==> src/rtl/sb_config_loader.sv <==
`default_nettype none
// ============================================================================
//  Module      : sb_config_loader
//  Description : Feeds the switchbox configuration chain. Accepts host words
//                over valid/ready, shifts them MSB-first onto config_data with
//                config_en, and stops after exactly total_bits shifts. A one
//                word prefetch buffer keeps config_en continuously high when
//                the host keeps up.
//  Revision    : 1.0 - initial release
// ============================================================================
module sb_config_loader #(
    parameter int WORD_W = 32,
    parameter int CNT_W  = 24
) (
    input  logic              clk,
    input  logic              nrst,
    input  logic              start,
    input  logic [CNT_W-1:0]  total_bits,
    input  logic              abort,
    input  logic [WORD_W-1:0] word_data,
    input  logic              word_valid,
    output logic              word_ready,
    output logic              config_en,
    output logic              config_data,
    output logic              busy,
    output logic              done,
    output logic              underrun
);

    localparam int                c_sc_w      = $clog2(WORD_W + 1);
    localparam logic [c_sc_w-1:0] c_word_bits = c_sc_w'(WORD_W);
    localparam logic [CNT_W:0]    c_word_step = (CNT_W + 1)'(WORD_W);

    typedef enum logic [1:0] {
        S_IDLE = 2'd0,
        S_RUN  = 2'd1,
        S_FIN  = 2'd2
    } state_t;

    state_t              r_state;
    state_t              w_state_nx;

    logic [CNT_W-1:0]    r_total;
    logic [CNT_W-1:0]    r_bits_sent;
    // Bits accepted from the host so far, one bit wider so the final word
    // can overshoot total_bits without wrapping.
    logic [CNT_W:0]      r_bits_acc;
    logic [WORD_W-1:0]   r_sr;
    logic [c_sc_w-1:0]   r_sr_cnt;
    logic [WORD_W-1:0]   r_buf;
    logic                r_buf_full;
    logic                r_cfg_en;
    logic                r_cfg_data;
    logic                r_done;
    logic                r_underrun;

    logic                w_run;
    logic                w_start_acc;
    logic                w_accept;
    logic                w_shift;
    logic                w_last;
    logic                w_stall;
    logic                w_sr_refill;

    assign w_run       = (r_state == S_RUN);
    assign w_start_acc = (r_state == S_IDLE) && start;
    assign w_accept    = word_ready && word_valid;
    assign w_shift     = w_run && !abort && (r_sr_cnt != '0);
    assign w_last      = w_shift && ((r_bits_sent + CNT_W'(1)) == r_total);
    // A lost shift only counts once the host has delivered its first word.
    assign w_stall     = w_run && !abort && (r_sr_cnt == '0) && (r_bits_acc != '0);
    // SR holds no bits after this edge, so it must be refilled now to avoid a bubble.
    assign w_sr_refill = (r_sr_cnt == '0) || (w_shift && (r_sr_cnt == c_sc_w'(1)));

    assign busy        = (r_state != S_IDLE);
    assign done        = r_done;
    assign underrun    = r_underrun;
    assign config_en   = r_cfg_en;
    assign config_data = r_cfg_data;

    // State register
    always_ff @(posedge clk or negedge nrst) begin
        if (!nrst) begin
            r_state <= S_IDLE;
        end else begin
            r_state <= w_state_nx;
        end
    end

    // Next-state decode and host ready
    always_comb begin
        w_state_nx = r_state;
        word_ready = 1'b0;
        case (r_state)
            S_IDLE: begin
                if (start) begin
                    w_state_nx = (total_bits == '0) ? S_FIN : S_RUN;
                end
            end
            S_RUN: begin
                word_ready = !abort && !r_buf_full && (r_bits_acc < {1'b0, r_total});
                if (abort) begin
                    w_state_nx = S_IDLE;
                end else if (w_last) begin
                    w_state_nx = S_FIN;
                end
            end
            S_FIN: begin
                w_state_nx = S_IDLE;
            end
            default: begin
                w_state_nx = S_IDLE;
            end
        endcase
    end

    // Shift register, prefetch buffer, counters and chain outputs
    always_ff @(posedge clk or negedge nrst) begin
        if (!nrst) begin
            r_total     <= '0;
            r_bits_sent <= '0;
            r_bits_acc  <= '0;
            r_sr        <= '0;
            r_sr_cnt    <= '0;
            r_buf       <= '0;
            r_buf_full  <= 1'b0;
            r_cfg_en    <= 1'b0;
            r_cfg_data  <= 1'b0;
            r_done      <= 1'b0;
            r_underrun  <= 1'b0;
        end else begin
            r_done   <= (r_state == S_FIN);
            r_cfg_en <= w_shift;
            if (w_shift) begin
                r_cfg_data <= r_sr[WORD_W-1];
            end

            if (w_start_acc) begin
                r_total     <= total_bits;
                r_bits_sent <= '0;
                r_bits_acc  <= '0;
                r_sr_cnt    <= '0;
                r_buf_full  <= 1'b0;
                r_underrun  <= 1'b0;
            end else if (w_run && abort) begin
                r_sr_cnt   <= '0;
                r_buf_full <= 1'b0;
            end else if (w_run) begin
                if (w_stall) begin
                    r_underrun <= 1'b1;
                end
                if (w_shift) begin
                    r_bits_sent <= r_bits_sent + CNT_W'(1);
                    r_sr        <= {r_sr[WORD_W-2:0], 1'b0};
                    r_sr_cnt    <= r_sr_cnt - c_sc_w'(1);
                end
                if (w_accept) begin
                    r_bits_acc <= r_bits_acc + c_word_step;
                end
                if (w_sr_refill) begin
                    if (r_buf_full) begin
                        r_sr       <= r_buf;
                        r_sr_cnt   <= c_word_bits;
                        r_buf_full <= 1'b0;
                    end else if (w_accept) begin
                        r_sr     <= word_data;
                        r_sr_cnt <= c_word_bits;
                    end
                end else if (w_accept) begin
                    r_buf      <= word_data;
                    r_buf_full <= 1'b1;
                end
                // Final shift: whatever is left of the last word is dropped.
                if (w_last) begin
                    r_sr_cnt   <= '0;
                    r_buf_full <= 1'b0;
                end
            end
        end
    end

endmodule
`default_nettype wire
==> config.mk <==
export PLATFORM = sky130hd
export DESIGN_NAME = sb_config_loader
export DESIGN_NICKNAME = d
export VERILOG_FILES = /design/src/rtl/sb_config_loader.sv
export SDC_FILE = /design/constraint.sdc
export NUM_CORES = 1
export LEC_CHECK = 0
export BUFFER_PORTS_ARGS = -buffer_cell sky130_fd_sc_hd__buf_2
export CAP_MARGIN = 20
export CELL_PAD_IN_SITES_DETAIL_PLACEMENT = 0
export CELL_PAD_IN_SITES_GLOBAL_PLACEMENT = 2
export CORE_ASPECT_RATIO = 1.1
export CORE_UTILIZATION = 36
export CTS_BUF_LIST = sky130_fd_sc_hd__clkbuf_8
export DETAILED_ROUTE_END_ITERATION = 8
export PLACE_DENSITY_LB_ADDON = 0.1
export REMOVE_ABC_BUFFERS = 1
export SYNTH_ARGS = -nofsm -noshare
export SYNTH_HDL_FRONTEND = slang
export SYNTH_SLANG_ARGS = --single-unit
==> constraint.sdc <==
create_clock -name clk -period 3 [get_ports clk]
set_input_delay 0.75 -clock clk [delete_from_list [all_inputs] [get_ports clk]]
set_output_delay 0.75 -clock clk [all_outputs]
set_load 0.01 [all_outputs]
==> metrics <==
final slew viol count 0; WP data required 2250 ps; final worst setup slack around 13 ps; Final Hold Vio Count 0; maximum VDD drop 0.298 mV; largest net degree at the start of global routing 56; register area share after synthesis 46.2%; Least-Margin Pin Slew 586 ps; core box area 21400 sq um; post-synthesis cell type count slightly above 60; Final HPWL DP 15900 um; Post-Syn Area around 8000 sq um; Vias 6630; Final Instance Area 9600 sq um; hold-fix buffers at CTS 0; final setup fails 0; CTS tree done; vias per cell approximately 5.3; cell taking the most area after synthesis dfrtp_1; Setup TNS 0 ps; Sink Count 145; Slew HR between 60 and 70%; sw frac 35.4%; startpoint class of the critical path flip-flop; CP Cell Sequence ha_1, a21oi_1, o21ai_1, a221oi_2, buf_4, o21a_1, buf_2; antenna-violating nets left 0; status finished, final reports clean; max cap viols 0; predominant post-synthesis flop cell dfrtp_1; initial core utilization 36.8%; gr usage total between 20% and 30%; Longest Clk Path Bufs 2; Fmax 335 MHz; clock power share 23.4%; CTS clock-pin slew for the worst setup and hold paths 90 ps; first-pass GRT wire length 35300 um; count of input and output buffers 66; synth warn 0; Pre-antenna DRT Iters 4; Reg power frac 43.2%; commonest non-fill, non-tap cell in the layout dfrtp_1; Total Die Area around 22000 sq um; layout cell share with drive strength beyond 1 between 20% and 30%; critical path arrival 2240 ps; CP max FO 4; Ant. Diodes 0; initial DRC count 260; Die Y 157 um; unrepaired setup endpoints after global routing yes; Post-Route WL 21900 um; pwr dens 679 nW/um^2; Final Non-Filler Cells 1242; crit path time final 2990 ps; dpl cells 1193; pre-CTS setup slack 12.7 ps; most frequent cells in the layout dfrtp_1 (140), nand2_1 (93), buf_4 (82), buf_2 (65), o21ai_0 (60); Root Buffer clkbuf_8; EDFF count, synth 0; area fraction of the dominant cell type after synthesis roughly 46%; worst min path class input port to async pin; fin nets 1024; # rows 56; CP max stage cell dfrtp_2; Synth area leaders dfrtp_1 (46%), mux2_2 (4.6%), nand2_1 (4.4%), o21ai_0 (3.9%), ha_1 (3.8%); later-pin clock latency in the skew report 450 ps; vias in the first global route slightly below 7000; area delta synth->final 22.1%; Synth Register Bits 145; WL per Instance about 18 um; CTS Buf Count 17; Placed Instance Area 8950 sq um; gpl congestion around 0.84; P_leak roughly 4.3 nW; Post-synth ARST share 100%; post-synthesis average cell area roughly 9.6 sq um; crit path kind flip-flop to output port; Cell Int Power 4.21 mW; I/O pin count 67; post-detailed-route DRC marker count 0; period utilisation layout roughly 100%; cell count after synthesis 816; Psw ~2.3 mW; grt ovf 0; Die X 143 um; CP endpoint kind output port; Logic pwr share 33.4%; H-tree depth 4; Final Skew 19.2 ps; slowest cell delay on critical path 450 ps; initial antenna violation count 0
## flip-flops by register name (all words and copies together), names as in the netlist, 2 cells and up
signal and cells:
r_sr_cnt 6, r_bits_acc 20, r_state 2, r_buf 32
r_total 24, r_bits_sent 24, r_sr 32
## logic make-up after synthesis
family                   count (synthesis)  synth area share [%]
XOR/XNOR                                44                  4.90
AND/OR/NAND/NOR                        264                  16.7
flip-flops                             145                  46.2
adder cells (fa/ha/maj)                 24                  3.82
AO/OA/AOI/OAI                          222                  19.5
buffers and inverters                   85                  4.31
multiplexers                            32                  4.58
## worst max-delay path: cells and delay by family (launching register included)
kind | cells | cell delay [ps]
flops | 1 | 450
compound gates | 4 | 730
buf+inv | 2 | 310
fa+ha+maj | 1 | 320
## per-stage QoR
stage | hold slack [ps] | power [mW] | util [%]
finish | 240 | 6.52 | 44.9
global route | 240 | 6.97 | 44.9
CTS | 234 | 6.57 | 44.1
detailed placement | 462 | 4.97 | 41.9
global placement | 463 | 4.90 | 41.9
floorplan | 440 | 4.11 | -
## per-layer routing
| metal | track usage (%) | vias up | share of wire [%] |
|---|---|---|---|
| met4 | 6.61 | 0 | 1.8 |
| met3 | 3.59 | 22 | 2.6 |
| met2 | 38.4 | 100 | 53 |
| met1 | 24.2 | 3262 | 42 |
| met5 | 0 | - | 0 |
| li1 | - | 3246 | - |
## path summary, 6_finish.rpt
kind	from	depth (start not counted)	to	slack [ps]
worst max-delay path	r_bits_acc[20]	7	word_ready	10
worst min-delay path	nrst	1	r_total[7]	240
worst max register to register	r_total[12]	13	r_sr_cnt[0]	130
worst min register to register	config_data	2	config_data	490
max in group asynchronous	nrst	2	r_buf[2]	2070
min in group clk	config_data	2	config_data	490
## power groups by stage
stage	sequential, mW	combinational (mW)	clock, mW
finish	2.81	2.18	1.53
global route	2.88	2.42	1.68
CTS	2.81	2.17	1.59
detailed placement	2.85	2.12	0
global placement	2.84	2.06	0
floorplan	2.76	1.35	0
## synth_stat cells (2+ instances only)
library cell,count
or4_1,2
o31ai_1,10
or3_1,5
o22ai_1,23
o21a_1,4
ha_1,24
a21oi_1,27
nand4_1,15
and4_1,4
nor2_1,59
nor3b_1,5
a221oi_1,2
buf_4,2
nor4_1,20
o41ai_1,3
and2_1,4
nand2_1,93
nand4b_1,2
xnor2_1,25
buf_2,9
xor2_1,19
a2111oi_0,2
a221o_1,13
a31oi_1,7
and2_0,2
inv_1,34
o221a_2,18
o211ai_1,5
nor4_2,3
dfrtp_1,145
clkbuf_1,37
a22oi_1,14
mux2_2,32
a211oi_1,4
buf_1,2
a41oi_1,2
and3_1,9
a311oi_1,2
o21ai_1,5
o311a_1,3
nand3_1,25
nor3_1,10
o21ai_0,62
a21o_1,6
## final cells by class
type / instances / area (sq um)
clock inverters: 15 / 149
clock buffers: 17 / 234
repair buffers: 155 / 1060
inverters: 34 / 128
flip-flops and latches: 145 / 3630
fillers: 2107 / 11800
well taps: 290 / 363
multi-input cells: 586 / 4030
## what timing repair did
item | 4_1_cts | 5_1_grt
endpoints found under the setup margin | 6 | 24
pin swaps | 7 | 12
setup buffers | 8 | 9
resized for setup | 6 | 30
No activity file was read; power rests on OpenSTA's default activity.
